[config.mk]
export PLATFORM = sky130hd
export DESIGN_NAME = sdrc_refresh_arbiter
export DESIGN_NICKNAME = d
export VERILOG_FILES = /design/src/rtl/sdrc_pkg.sv /design/src/rtl/refresh_timer.sv /design/src/rtl/sdrc_refresh_arbiter.sv
export SDC_FILE = /design/constraint.sdc
export NUM_CORES = 1
export LEC_CHECK = 0
export CORE_MARGIN = 2
export CORE_UTILIZATION = 47
export DETAILED_ROUTE_END_ITERATION = 8
export GPL_ROUTABILITY_DRIVEN = 0
export PLACE_DENSITY_LB_ADDON = 0.3
export SLEW_MARGIN = 20
export SYNTH_ARGS = -nofsm -noshare
export SYNTH_HDL_FRONTEND = slang
export SYNTH_SLANG_ARGS = --single-unit
[constraint.sdc]
create_clock -name clk -period 3.42 [get_ports clk]
set_input_delay 0.684 -clock clk [delete_from_list [all_inputs] [get_ports clk]]
set_output_delay 0.684 -clock clk [all_outputs]
set_load 0.1 [all_outputs]
[src/rtl/sdrc_pkg.sv]
// Shared SDRC command encodings and bus widths.
// Used by the refresh arbiter and by the cache's SDRAM command port.
package sdrc_pkg;

    typedef enum logic [2:0] {
        CMD_NOP          = 3'b111,
        CMD_AUTO_REFRESH = 3'b001,
        CMD_ACTIVATE     = 3'b011,
        CMD_WRITE        = 3'b100,
        CMD_READ         = 3'b101,
        CMD_PRECHARGE    = 3'b010
    } sdrc_cmd_e;

    localparam int SdrcAddrWidth = 21;
    localparam int SdrcLenWidth  = 8;

    // Counter width able to hold 0..n-1, never less than one bit.
    function automatic int cnt_width(input int n);
        return (n > 1) ? $clog2(n) : 1;
    endfunction

endpackage

[src/rtl/refresh_timer.sv]
// Refresh obligation timer and pending-refresh bookkeeping.
// Ports:
//   clk, rst_n          clock, async active-low reset
//   init_done_i         SDRC init done; the interval timer starts once seen
//   is_refresh_issued   one-cycle pulse: a refresh was issued (decrement)
//   pending_o           refreshes owed, saturating at MaxPendingRefreshes
//   refresh_overflow_o  sticky: an obligation arrived with pending saturated
module refresh_timer
    import sdrc_pkg::*;
#(
    parameter int RefreshIntervalCycles = 780,
    parameter int MaxPendingRefreshes   = 8,
    localparam int PendW = cnt_width(MaxPendingRefreshes + 1)
) (
    input  logic             clk,
    input  logic             rst_n,
    input  logic             init_done_i,
    input  logic             is_refresh_issued,
    output logic [PendW-1:0] pending_o,
    output logic             refresh_overflow_o
);

    localparam int               CntW    = cnt_width(RefreshIntervalCycles);
    localparam logic [CntW-1:0]  CntLast = CntW'(RefreshIntervalCycles - 1);
    localparam logic [PendW-1:0] PendMax = PendW'(MaxPendingRefreshes);

    logic             init_seen_q;
    logic [CntW-1:0]  cnt_q, cnt_d;
    logic [PendW-1:0] pending_q, pending_d;
    logic             overflow_q, overflow_d;
    logic             run;
    logic             obligation;

    // The cycle that first shows init_done already counts.
    assign run        = init_seen_q | init_done_i;
    assign obligation = run && (cnt_q == CntLast);

    always_comb begin
        cnt_d      = cnt_q;
        pending_d  = pending_q;
        overflow_d = overflow_q;
        if (run) begin
            cnt_d = obligation ? '0 : cnt_q + 1'b1;
        end
        // An obligation landing on the issue cycle cancels out.
        if (obligation && !is_refresh_issued) begin
            if (pending_q == PendMax) begin
                overflow_d = 1'b1;
            end else begin
                pending_d = pending_q + 1'b1;
            end
        end else if (!obligation && is_refresh_issued && (pending_q != '0)) begin
            pending_d = pending_q - 1'b1;
        end
    end

    always_ff @(posedge clk or negedge rst_n) begin
        if (!rst_n) begin
            init_seen_q <= 1'b0;
            cnt_q       <= '0;
            pending_q   <= '0;
            overflow_q  <= 1'b0;
        end else begin
            init_seen_q <= run;
            cnt_q       <= cnt_d;
            pending_q   <= pending_d;
            overflow_q  <= overflow_d;
        end
    end

    assign pending_o          = pending_q;
    assign refresh_overflow_o = overflow_q;

endmodule

[src/rtl/sdrc_refresh_arbiter.sv]
// Owns the SDRC command port: interleaves periodic auto-refresh with whole
// cache transactions, forcing refresh ahead of the cache when debt is urgent.
// Ports:
//   clk, rst_n                      clock, async active-low reset
//   c_req_i / c_gnt_o               cache bus request (held per transaction) / grant
//   c_cmd_en_i, c_cmd_i, c_addr_i,  cache command port, passed through while granted
//   c_data_len_i
//   c_cmd_ack_o                     SDRC ack forwarded while granted, else 0
//   I_sdrc_*_o                      command outputs to the SDRC
//   O_sdrc_cmd_ack_i                SDRC command ack
//   O_sdrc_init_done_i              SDRC init complete
//   refresh_overflow_o              sticky: refresh debt saturated and overflowed
//   ack_timeout_o                   sticky: refresh ack never arrived
module sdrc_refresh_arbiter
    import sdrc_pkg::*;
#(
    parameter int RefreshIntervalCycles  = 780,
    parameter int MaxPendingRefreshes    = 8,
    parameter int UrgentPendingRefreshes = 4,
    parameter int RefreshRecoveryCycles  = 8,
    parameter int AckTimeoutCycles       = 64
) (
    input  logic                     clk,
    input  logic                     rst_n,
    input  logic                     c_req_i,
    output logic                     c_gnt_o,
    input  logic                     c_cmd_en_i,
    input  logic [2:0]               c_cmd_i,
    input  logic [SdrcAddrWidth-1:0] c_addr_i,
    input  logic [SdrcLenWidth-1:0]  c_data_len_i,
    output logic                     c_cmd_ack_o,
    output logic                     I_sdrc_cmd_en_o,
    output logic [2:0]               I_sdrc_cmd_o,
    output logic [SdrcAddrWidth-1:0] I_sdrc_addr_o,
    output logic [SdrcLenWidth-1:0]  I_sdrc_data_len_o,
    input  logic                     O_sdrc_cmd_ack_i,
    input  logic                     O_sdrc_init_done_i,
    output logic                     refresh_overflow_o,
    output logic                     ack_timeout_o
);

    // state        | meaning
    // ST_INIT      | waiting for SDRC init done
    // ST_IDLE      | bus free; choose refresh or cache
    // ST_CACHE     | cache owns the bus for a whole transaction
    // ST_ISSUE     | one-cycle AutoRefresh command
    // ST_WAIT_ACK  | waiting for refresh ack, bounded by timeout
    // ST_GAP       | post-refresh recovery before next grant
    localparam logic [2:0] ST_INIT     = 3'd0;
    localparam logic [2:0] ST_IDLE     = 3'd1;
    localparam logic [2:0] ST_CACHE    = 3'd2;
    localparam logic [2:0] ST_ISSUE    = 3'd3;
    localparam logic [2:0] ST_WAIT_ACK = 3'd4;
    localparam logic [2:0] ST_GAP      = 3'd5;

    localparam int               PendW    = cnt_width(MaxPendingRefreshes + 1);
    localparam int               WaitW    = cnt_width(AckTimeoutCycles + 1);
    localparam int               GapW     = cnt_width(RefreshRecoveryCycles + 1);
    localparam logic [PendW-1:0] PendUrg  = PendW'(UrgentPendingRefreshes);
    localparam logic [WaitW-1:0] WaitLast = WaitW'(AckTimeoutCycles - 1);
    localparam logic [GapW-1:0]  GapLast  = GapW'(RefreshRecoveryCycles - 1);

    logic [2:0]       state_q, state_d;
    logic [WaitW-1:0] wait_cnt_q, wait_cnt_d;
    logic [GapW-1:0]  gap_cnt_q, gap_cnt_d;
    logic             ack_timeout_q, ack_timeout_d;
    logic [PendW-1:0] pending;
    logic             refresh_issued;

    assign refresh_issued = (state_q == ST_ISSUE);

    refresh_timer #(
        .RefreshIntervalCycles (RefreshIntervalCycles),
        .MaxPendingRefreshes   (MaxPendingRefreshes)
    ) u_refresh_timer (
        .clk                (clk),
        .rst_n              (rst_n),
        .init_done_i        (O_sdrc_init_done_i),
        .is_refresh_issued  (refresh_issued),
        .pending_o          (pending),
        .refresh_overflow_o (refresh_overflow_o)
    );

    always_comb begin
        state_d       = state_q;
        wait_cnt_d    = wait_cnt_q;
        gap_cnt_d     = gap_cnt_q;
        ack_timeout_d = ack_timeout_q;
        case (state_q)
            ST_INIT: begin
                if (O_sdrc_init_done_i) state_d = ST_IDLE;
            end
            ST_IDLE: begin
                if (pending >= PendUrg)    state_d = ST_ISSUE;
                else if (c_req_i)          state_d = ST_CACHE;
                else if (pending != '0)    state_d = ST_ISSUE;
            end
            ST_CACHE: begin
                if (!c_req_i) state_d = ST_IDLE;
            end
            ST_ISSUE: begin
                // The issue cycle counts as the first waited cycle, so the
                // timeout flag lands exactly AckTimeoutCycles after cmd_en.
                wait_cnt_d = WaitW'(1);
                state_d    = ST_WAIT_ACK;
            end
            ST_WAIT_ACK: begin
                if (O_sdrc_cmd_ack_i) begin
                    gap_cnt_d = '0;
                    state_d   = ST_GAP;
                end else if (wait_cnt_q >= WaitLast) begin
                    ack_timeout_d = 1'b1;
                    gap_cnt_d     = '0;
                    state_d       = ST_GAP;
                end else begin
                    wait_cnt_d = wait_cnt_q + 1'b1;
                end
            end
            ST_GAP: begin
                if (gap_cnt_q >= GapLast) state_d = ST_IDLE;
                else                      gap_cnt_d = gap_cnt_q + 1'b1;
            end
            default: state_d = ST_INIT;
        endcase
    end

    always_ff @(posedge clk or negedge rst_n) begin
        if (!rst_n) begin
            state_q       <= ST_INIT;
            wait_cnt_q    <= '0;
            gap_cnt_q     <= '0;
            ack_timeout_q <= 1'b0;
        end else begin
            state_q       <= state_d;
            wait_cnt_q    <= wait_cnt_d;
            gap_cnt_q     <= gap_cnt_d;
            ack_timeout_q <= ack_timeout_d;
        end
    end

    // Grant is a decode of the state register, so it follows c_req by a cycle.
    always_comb begin
        c_gnt_o = (state_q == ST_CACHE);
        if (state_q == ST_CACHE) begin
            I_sdrc_cmd_en_o   = c_cmd_en_i;
            I_sdrc_cmd_o      = c_cmd_i;
            I_sdrc_addr_o     = c_addr_i;
            I_sdrc_data_len_o = c_data_len_i;
            c_cmd_ack_o       = O_sdrc_cmd_ack_i;
        end else begin
            I_sdrc_cmd_en_o   = refresh_issued;
            I_sdrc_cmd_o      = refresh_issued ? CMD_AUTO_REFRESH : CMD_NOP;
            I_sdrc_addr_o     = '0;
            I_sdrc_data_len_o = '0;
            c_cmd_ack_o       = 1'b0;
        end
    end

    assign ack_timeout_o = ack_timeout_q;

endmodule

==> impl_metrics.yaml <==
global_routing:
  track_usage: 0.2478
  grt_pass1_wl_mm: 9.625
  grt_pass1_vias: 1942
  grt_max_degree: 32
  antenna_found_initial: 0
  gr-total-overflow: 0
placement:
  place_area_um2: 3080
  dp.final_hpwl_mm: 4.282
  io_buffers: 74
synthesis:
  yosysUniqueCellTypes: 48
  ys_seq_area_frac: 0.3877
  synthCells: 221
  synth_nets: 265
  yosys_warnings: 0
  ys.flop_type: "dfrtp_1"
  syn_area_um2: 2001
  ys_ff_latch: 31
  syn_avg_cell_area_um2: 9.053
  synth_edf_count: 0
  async_reset_ff_frac: 1.000
critical_path:
  cpPeakStageDelay_ns: 0.53
  worstPathRequired_ns: 3.63
  cp-end-kind: "flip-flop"
  worst-path-buf-inv: 1
  cpMostUsedCell: "mux2i_1"
  worst-endpoint-arrival_ns: 2.76
  start_kind: "input port"
  crit_path_top_delay_cell: "clkdlybuf4s50_1"
  crit_family: "buffers and inverters"
  critPathKind: "input port to flip-flop"
  worstPathCellList: "clkdlybuf4s50_1 -> o211a_1 -> nand4_1 -> ha_1 -> a21oi_1 -> and4b_1 -> mux2i_1 -> mux2i_1"
  crit_fanout: 5
sta:
  finalSetupTns_ns: 0
  finalHoldViolations: 0
  fmax_mhz: 391.9
  finalSetupViolCount: 0
  drv_slew: 0
  worstMarginPinSlew_ns: 0.9828
  max-slew-margin-rel: 0.3428
  min_period_ns: 2.551
  finalCritPeriodShare: 0.7460
  rsz0062_at_grt: "no"
  skew_ns: 0.004772
clock_tree:
  clkTransAtPathRegs_ns: 0.06
  cts_buffer_depth: 2
  root_buffer: "clkbuf_8"
  cts_setup_buffers: 0
  numCtsBuffers: 5
  clock_insertion_delay_worst_skew_ns: 0.29
  ctsResizeCount: 0
  htree_levels: 2
  cts_tree: "yes"
  postCtsHoldBufs: 0
  clock_sinks: 31
power:
  powerDensity_nw_per_um2: 813.6
  vdd_drop_max_mv: 0.4869
  p_leak_nw: 1.439
finish:
  fill_cells: 271
  fin_area_um2: 3164
  fin_nets: 338
  seqCellArea_um2: 775.7
  drive_above_1_share: 0.1864
  area_growth_pct: 58.16
  n_antenna_cell: 0
  multi_input_area_um2: 1127
outcome:
  status: "finished, final reports clean"
route:
  ant_nets: 0
  drt-initial-drc-count: 160
  drcViolationCount: 0
  viasPerCell: 5.681
  routed_wl_mm: 5.585
  first_pass_iters: 4
  via_count: 1960
  wl_per_cell_um: 16.19
floorplan:
  die_area_um2: 4795
  die_h_um: 69.25
  fp-row-count: 23
  start_util: 0.4931
  die_w_um: 69.25
  core-area_um2: 4058
  num_io_pins: 75
worst_hold_path:
  min_path_type: "flip-flop to flip-flop"
flow_run:
  drv_cap: 0
-- path summary, 6_finish.rpt --
path / startpoint / to / slack (ns) / cells past startpoint
max: O_sdrc_init_done_i / u_refresh_timer.pending_o[3] / 0.87 / 8
min: ack_timeout_o / ack_timeout_o / 0.46 / 1
max reg2reg: u_refresh_timer.cnt_q[0] / u_refresh_timer.pending_o[3] / 1.23 / 8
min reg2reg: ack_timeout_o / ack_timeout_o / 0.46 / 1
max in group asynchronous: rst_n / u_refresh_timer.cnt_q[3] / 2.35 / 2
min in group asynchronous: rst_n / wait_cnt_q[2] / 0.78 / 2
-- cells in the final DEF, fill, tap and decap left out, types with 7 or more instances in the layout --
cell type,instances
a21oi_1,11
mux2i_1,9
buf_12,30
buf_4,13
dfrtp_1,31
xnor2_1,8
nand2_1,10
nor2_1,12
nor3_1,9
o21ai_0,7
clkdlybuf4s50_1,39
nand3_1,11
and3_1,34
-- cell type report --
class,instances,share of cell area
multi-input combinational,167,0.3563
timing repair buffer,82,0.3440
sequential,31,0.2452
clock buffer,5,0.02175
tap,50,0.01977
inverter,7,0.008304
clock inverter,3,0.004745
-- synth_stat cells, drive strengths merged, types with 2 or more instances --
| library cell | n | area share |
|---|---|---|
| a21o | 4 | 0.015 |
| a211oi | 4 | 0.015 |
| or3 | 2 | 0.0063 |
| clkbuf | 13 | 0.025 |
| or4 | 3 | 0.011 |
| xnor2 | 8 | 0.035 |
| mux2i | 9 | 0.045 |
| o21ai | 7 | 0.018 |
| dfrtp | 31 | 0.39 |
| xor2 | 2 | 0.0088 |
| inv | 6 | 0.011 |
| nor2 | 12 | 0.023 |
| nor4 | 4 | 0.013 |
| mux2 | 2 | 0.011 |
| o31ai | 2 | 0.0075 |
| nand2 | 10 | 0.019 |
| a211o | 2 | 0.0088 |
| nand3 | 11 | 0.028 |
| a21oi | 11 | 0.028 |
| buf | 3 | 0.011 |
| nor3 | 9 | 0.023 |
| nand4 | 4 | 0.013 |
| and3 | 34 | 0.11 |
| ha | 5 | 0.031 |
| nand2b | 3 | 0.013 |
-- metal layers --
metal | global-route usage | wire, um
met3 | 0.06831 | 211
met2 | 0.4145 | 3062
met1 | 0.3216 | 2258
met5 | 0 | 0
met4 | 0.05229 | 53
-- through the flow --
step,setup WS (ns),total power (W),instances,utilization,hold slack (ns)
final,0.8685,0.002575,345,0.7798,0.4627
after CTS,0.8786,0.002579,345,0.7798,0.4703
after global placement,0.7243,0.002260,337,0.7592,0.4509
after detailed placement,0.5843,0.002298,337,0.7592,0.4513
after global routing,0.6769,0.002735,345,0.7798,0.5046
after floorplan,0.6109,0.001775,221,-,0.3884
-- worst reg2reg max path: cells and delay by family (launching register included) --
kind	cells	cell delay, ns
flops	1	0.39
compound gates	2	0.51
fa+ha+maj	2	0.57
mux	2	0.20
simple gates	2	0.45
-- state kept, by name (all words and copies together), names as in the netlist --
signal                              count
u_refresh_timer.cnt_q                  10
wait_cnt_q                              7
gap_cnt_q                               4
u_refresh_timer.pending_o               4
state_q                                 3
ack_timeout_o                           1
u_refresh_timer.init_seen_q             1
u_refresh_timer.refresh_overflow_o      1
-- cell families (layout without fill, tap and decap cells) --
group / Yosys count / count (layout) / synth area share
flip-flops: 31 / 31 / 0.3877
adder cells (fa/ha/maj): 6 / 6 / 0.04128
XOR/XNOR: 10 / 10 / 0.04378
buffers and inverters: 23 / 97 / 0.04877
AO/OA/AOI/OAI: 39 / 39 / 0.1326
multiplexers: 11 / 11 / 0.05629
AND/OR/NAND/NOR: 101 / 101 / 0.2896
-- where the power goes --
part / internal [W] / switching, W / leakage (nW)
Combinational: 0.000593 / 0.00106 / 1.00
Clock: 0.000139 / 0.000138 / 0.0477
Sequential: 0.000482 / 0.000161 / 0.392
Total: 0.00121 / 0.00136 / 1.44
Power figures use the tool's default switching activity.
